File: config.mk
export PLATFORM = sky130hd
export DESIGN_NAME = stream_demux_1_to_2
export DESIGN_NICKNAME = d
export VERILOG_FILES = /design/src/rtl/stream_demux_1_to_2.sv
export SDC_FILE = /design/constraint.sdc
export NUM_CORES = 1
export LEC_CHECK = 0
export CORE_MARGIN = 2
export CORE_UTILIZATION = 49
export CTS_BUF_LIST = sky130_fd_sc_hd__clkbuf_4 sky130_fd_sc_hd__clkbuf_8
export DETAILED_ROUTE_END_ITERATION = 8
export PLACE_DENSITY = 0.79
export SYNTH_ARGS = -nofsm -noshare
export SYNTH_HDL_FRONTEND = slang
export SYNTH_SLANG_ARGS = --single-unit
File: constraint.sdc
create_clock -name clk -period 2.6 [get_ports clk]
set_input_delay 0.52 -clock clk [delete_from_list [all_inputs] [get_ports clk]]
set_output_delay 0.52 -clock clk [all_outputs]
set_load 0.1 [all_outputs]
File: src/rtl/stream_demux_1_to_2.sv
// Buffered 1-to-2 stream router: each word is steered by in_sel (1 -> A, 0 -> B)
// into a per-port circular FIFO, so a stalled consumer never blocks the other port.
module stream_demux_1_to_2 #(
  parameter int DEPTH = 2,
  parameter int CW    = 16
) (
  input  logic          clk,
  input  logic          rst,
  input  logic          in_valid,
  output logic          in_ready,
  input  logic [31:0]   in_data,
  input  logic          in_sel,
  output logic          a_valid,
  input  logic          a_ready,
  output logic [31:0]   a_data,
  output logic          b_valid,
  input  logic          b_ready,
  output logic [31:0]   b_data,
  output logic [CW-1:0] a_count,
  output logic [CW-1:0] b_count
);

  localparam int AW = (DEPTH > 1) ? $clog2(DEPTH) : 1;
  localparam logic [AW:0] FULL_OCC = DEPTH[AW:0];

  // Port index 0 is A, port index 1 is B.
  logic [31:0]   mem_q   [2][DEPTH];
  logic [AW-1:0] wr_q    [2];
  logic [AW-1:0] wr_d    [2];
  logic [AW-1:0] rd_q    [2];
  logic [AW-1:0] rd_d    [2];
  logic [AW:0]   occ_q   [2];
  logic [AW:0]   occ_d   [2];
  logic [CW-1:0] cnt_q   [2];
  logic [CW-1:0] cnt_d   [2];
  logic [1:0]    wrote_q;
  logic [1:0]    wrote_d;
  logic [1:0]    full;
  logic [1:0]    not_empty;
  logic [1:0]    push;
  logic [1:0]    pop;

  // Ready looks only at the selected FIFO's stored occupancy, never at same-cycle pops.
  always_comb begin
    for (int p = 0; p < 2; p++) begin
      full[p]      = (occ_q[p] == FULL_OCC);
      not_empty[p] = (occ_q[p] != '0);
    end
    in_ready = in_sel ? !full[0] : !full[1];
    push[0]  = in_valid && in_ready && in_sel;
    push[1]  = in_valid && in_ready && !in_sel;
    pop[0]   = not_empty[0] && a_ready;
    pop[1]   = not_empty[1] && b_ready;
  end

  always_comb begin
    wrote_d = wrote_q | push;
    for (int p = 0; p < 2; p++) begin
      wr_d[p]  = wr_q[p] + AW'(push[p]);
      rd_d[p]  = rd_q[p] + AW'(pop[p]);
      occ_d[p] = occ_q[p] + (AW+1)'(push[p]) - (AW+1)'(pop[p]);
      cnt_d[p] = (push[p] && (cnt_q[p] != '1)) ? cnt_q[p] + CW'(1) : cnt_q[p];
    end
  end

  always_ff @(posedge clk) begin
    if (rst) begin
      wrote_q <= '0;
      for (int p = 0; p < 2; p++) begin
        wr_q[p]  <= '0;
        rd_q[p]  <= '0;
        occ_q[p] <= '0;
        cnt_q[p] <= '0;
      end
    end else begin
      wrote_q <= wrote_d;
      for (int p = 0; p < 2; p++) begin
        wr_q[p]  <= wr_d[p];
        rd_q[p]  <= rd_d[p];
        occ_q[p] <= occ_d[p];
        cnt_q[p] <= cnt_d[p];
      end
    end
  end

  // Storage carries no reset; the wrote flags mask stale contents after reset.
  always_ff @(posedge clk) begin
    for (int p = 0; p < 2; p++) begin
      if (push[p]) mem_q[p][wr_q[p]] <= in_data;
    end
  end

  assign a_valid = not_empty[0];
  assign b_valid = not_empty[1];
  assign a_data  = wrote_q[0] ? mem_q[0][rd_q[0]] : '0;
  assign b_data  = wrote_q[1] ? mem_q[1][rd_q[1]] : '0;
  assign a_count = cnt_q[0];
  assign b_count = cnt_q[1];

endmodule

==> results.md <==
* RSZ-0062 raised after global routing: no
* Synth Net Count at 588
* Fin crit period at 2.434 ns
* Crit path cell chain: buf_12 -> mux2i_1 -> nor2b_1 -> buf_12
* Area of the multi-input gates at 0.002575 sq mm
* CP required at 2.08 ns
* Placed cell count at 854
* Post-synthesis cell area at 0.007249 sq mm
* # resized after CTS at 0
* Top Family by Delay on Critical Path: flip-flops
* Slew Limit Fails at 0
* Leakage power at 3.496 nW
* Num ports at 137
* Post-route insts no fill at 886
* Ant diodes at 0
* Synth Warn # at 0
* Fin area at 0.01010 sq mm
* Layout cell share with drive strength beyond 1 at 33.90%
* DRT antenna net count at 0
* DRC viols at 0
* Slew @ Worst Pin at 0.8089 ns
* Max incr delay on CP at 0.61 ns
* H-tree depth at 4
* Worst Path Max Fanout at 21
* Wire length per cell at 17.60 um
* RR Endpoint: occ_q[0][1]
* Initial Util at 50.07%
* Cell types with the highest counts after synthesis: edfxtp_1, nor2b_1, mux2i_1
* Setup bufs post-CTS at 0
* Post-synth cell types at 42
* Latest clock arrival within the worst-skew pair at 0.44 ns
* Cell Area, Placed at 0.009678 sq mm
* Chip width at 125.6 um
* Yosys top cell area share at 53.02%
* Tcrit/Tclk final at 93.60%
* Number of max-cap violations at 0
* Antenna violations before repair at 0
* Vias per inst at 5.430
* Reg2reg path depth at 8
* Post-DP HPWL at 10.98 mm
* Setup TNS at 0 ns
* Top_reg_cell synth: edfxtp_1
* Largest area contributor in the netlist: edfxtp_1
* Most frequent cell after synthesis: edfxtp_1
* EDFF count, synth at 128
* Slowest CP cell: dfxtp_2
* Critical Path End Type: primary output
* Clock root buffer: clkbuf_8
* #FFs+latches synth at 170
* Buffers plus inverters on the worst setup path at 2
* Largest net degree at the start of global routing at 49
* Via Count at 4811
* Num CTS Buffers at 17
* P&R area growth vs syn at 39.35%
* Min-Delay Endpoint: wrote_q[0]
* Clock Skew at 0.01005 ns
* Routed wire length at 15.60 mm
* Min-delay worst type: reg -> reg
* Number of global-route vias before repair at 4795
* TritonCTS Sinks at 170
* DRT Pass-1 Iters at 4
* Global-route wire length before repair at 25.19 mm
* Final Hold Viols at 0
* DIE AREA at 0.01578 sq mm
* # fillers at 952
* # setup viols final at 0
* Overflow after GRT at 0
* Post-cts hold buffer count at 0
* Reg clk slew, reported paths at 0.08 ns
* Reg area at 0.004687 sq mm
* Most used cell, CP: buf_12
* Crit start category: register
* Pwr/cell area at 786.8 mW/mm^2
* Worst hold start: wrote_q[0]
* Top cells by area, synth: edfxtp_1, dfxtp_1, mux2i_1, nor2b_1, mux2_2
* I/O Buffers at 136
* Gr usage total at 20.25%
* Row count at 44
* Placer Congestion at 0.8791
* Die Y at 125.6 um
* Rel. slew slack at 46.08%
* Maximum VDD drop at 0.7513 mV
* Starting DRT DRC Count at 329
* Sequential-to-total area share from yosys stat at 64.62%
* Worst-case clock buffer depth at 2
* Critical R2R Launch: occ_q[0][1]
* CTS tree: yes
* Max Fclk at 410.9 MHz
* CP startpoint: rd_q[0][0]
* Syn Area/Cell at 13.38 sq um
* Post-synth ARST share at 0%
* Core area at 0.01448 sq mm
* Reg2reg setup slack at 0.64 ns
* Status: completed
* Mapped Cells at 542
* Nets at 735
* Critical Path AT at 1.91 ns
* Worst Hold Depth at 2
* Setup CP Type: reg -> out
-- routing by layer --
layer / wire (um) / vias to the layer above / GRT usage (%)
met5: 0 / - / 0
met4: 217 / 0 / 6.471
met3: 917 / 20 / 4.248
met2: 7955 / 172 / 34.91
met1: 6506 / 2327 / 25.74
li1: - / 2292 / -
-- layout make-up --
| type | count | area share, % |
|---|---|---|
| Sequential cell | 170 | 46.40 |
| Multi-Input combinational cell | 335 | 25.49 |
| Timing Repair Buffer | 154 | 21.23 |
| Clock buffer | 17 | 2.316 |
| Tap cell | 184 | 2.279 |
| Clock inverter | 15 | 1.883 |
| Inverter | 11 | 0.4087 |
-- tightest hold or removal path, delay by kind of cell (launching register included) --
family | cells | cell delay (ns)
and+or+nand+nor | 2 | 0.12
DFF | 1 | 0.33
-- metrics by stage --
stage / hold slack [ns] / util [%] / power (mW) / worst slack, ns
6_report: 0.4743 / 69.77 / 7.949 / 0.1663
4_1_cts: 0.4811 / 69.77 / 8.021 / 0.1259
3_3_place_gp: 0.4534 / 66.84 / 6.038 / 0.2794
2_1_floorplan: 0.5350 / - / 5.150 / 0.1240
5_1_grt: 0.5081 / 69.77 / 8.255 / 0.05692
3_5_place_dp: 0.4609 / 66.84 / 6.098 / 0.1071
-- layout by cell type, fill, tap and decap left out, types with 4 or more instances in the layout --
cell type	count
nand3_1	12
inv_6	4
buf_4	45
dfxtp_1	40
inv_1	11
nor2_1	30
a211oi_1	5
edfxtp_1	128
mux2i_1	65
nor2b_1	26
and3_1	4
nand2_1	14
o31ai_1	4
and2_1	7
o21ai_0	6
clkbuf_8	17
or4_1	4
nand4_1	12
nor4_1	10
ha_1	5
buf_12	72
mux2_2	15
xnor2_1	5
nor2b_2	58
a21oi_1	13
clkdlybuf4s50_1	36
-- worst max-delay path by stage --
stage	slack, ns	endpoint	cells past startpoint
after global placement	0.28	cnt_q[0][10]	6
after detailed placement	0.11	cnt_q[0][10]	6
after global routing	0.06	a_data[31]	4
final	0.17	a_data[31]	4
after floorplan	0.12	a_data[0]	3
after CTS	0.13	a_data[31]	4
-- cells by family after synthesis --
kind of cell	Yosys count	share of synthesized area [%]
adder cells (fa/ha/maj)	8	1.381
AND/OR/NAND/NOR	201	16.10
flip-flops	170	64.62
AO/OA/AOI/OAI	37	3.245
buffers and inverters	37	2.157
XOR/XNOR	6	0.7249
multiplexers	83	11.77
-- sequential cells by signal, summed over array words and instances, names as in the netlist --
| signal | count |
|---|---|
| mem_q | 128 |
| cnt_q | 32 |
| occ_q | 4 |
| rd_q | 2 |
| wr_q | 2 |
| wrote_q | 2 |
-- where the power goes --
group	switching, mW	internal, mW
logic	1.76	1.01
registers	0.116	3.13
clock network	0.965	0.967
No activity file was read; power rests on OpenSTA's default activity.
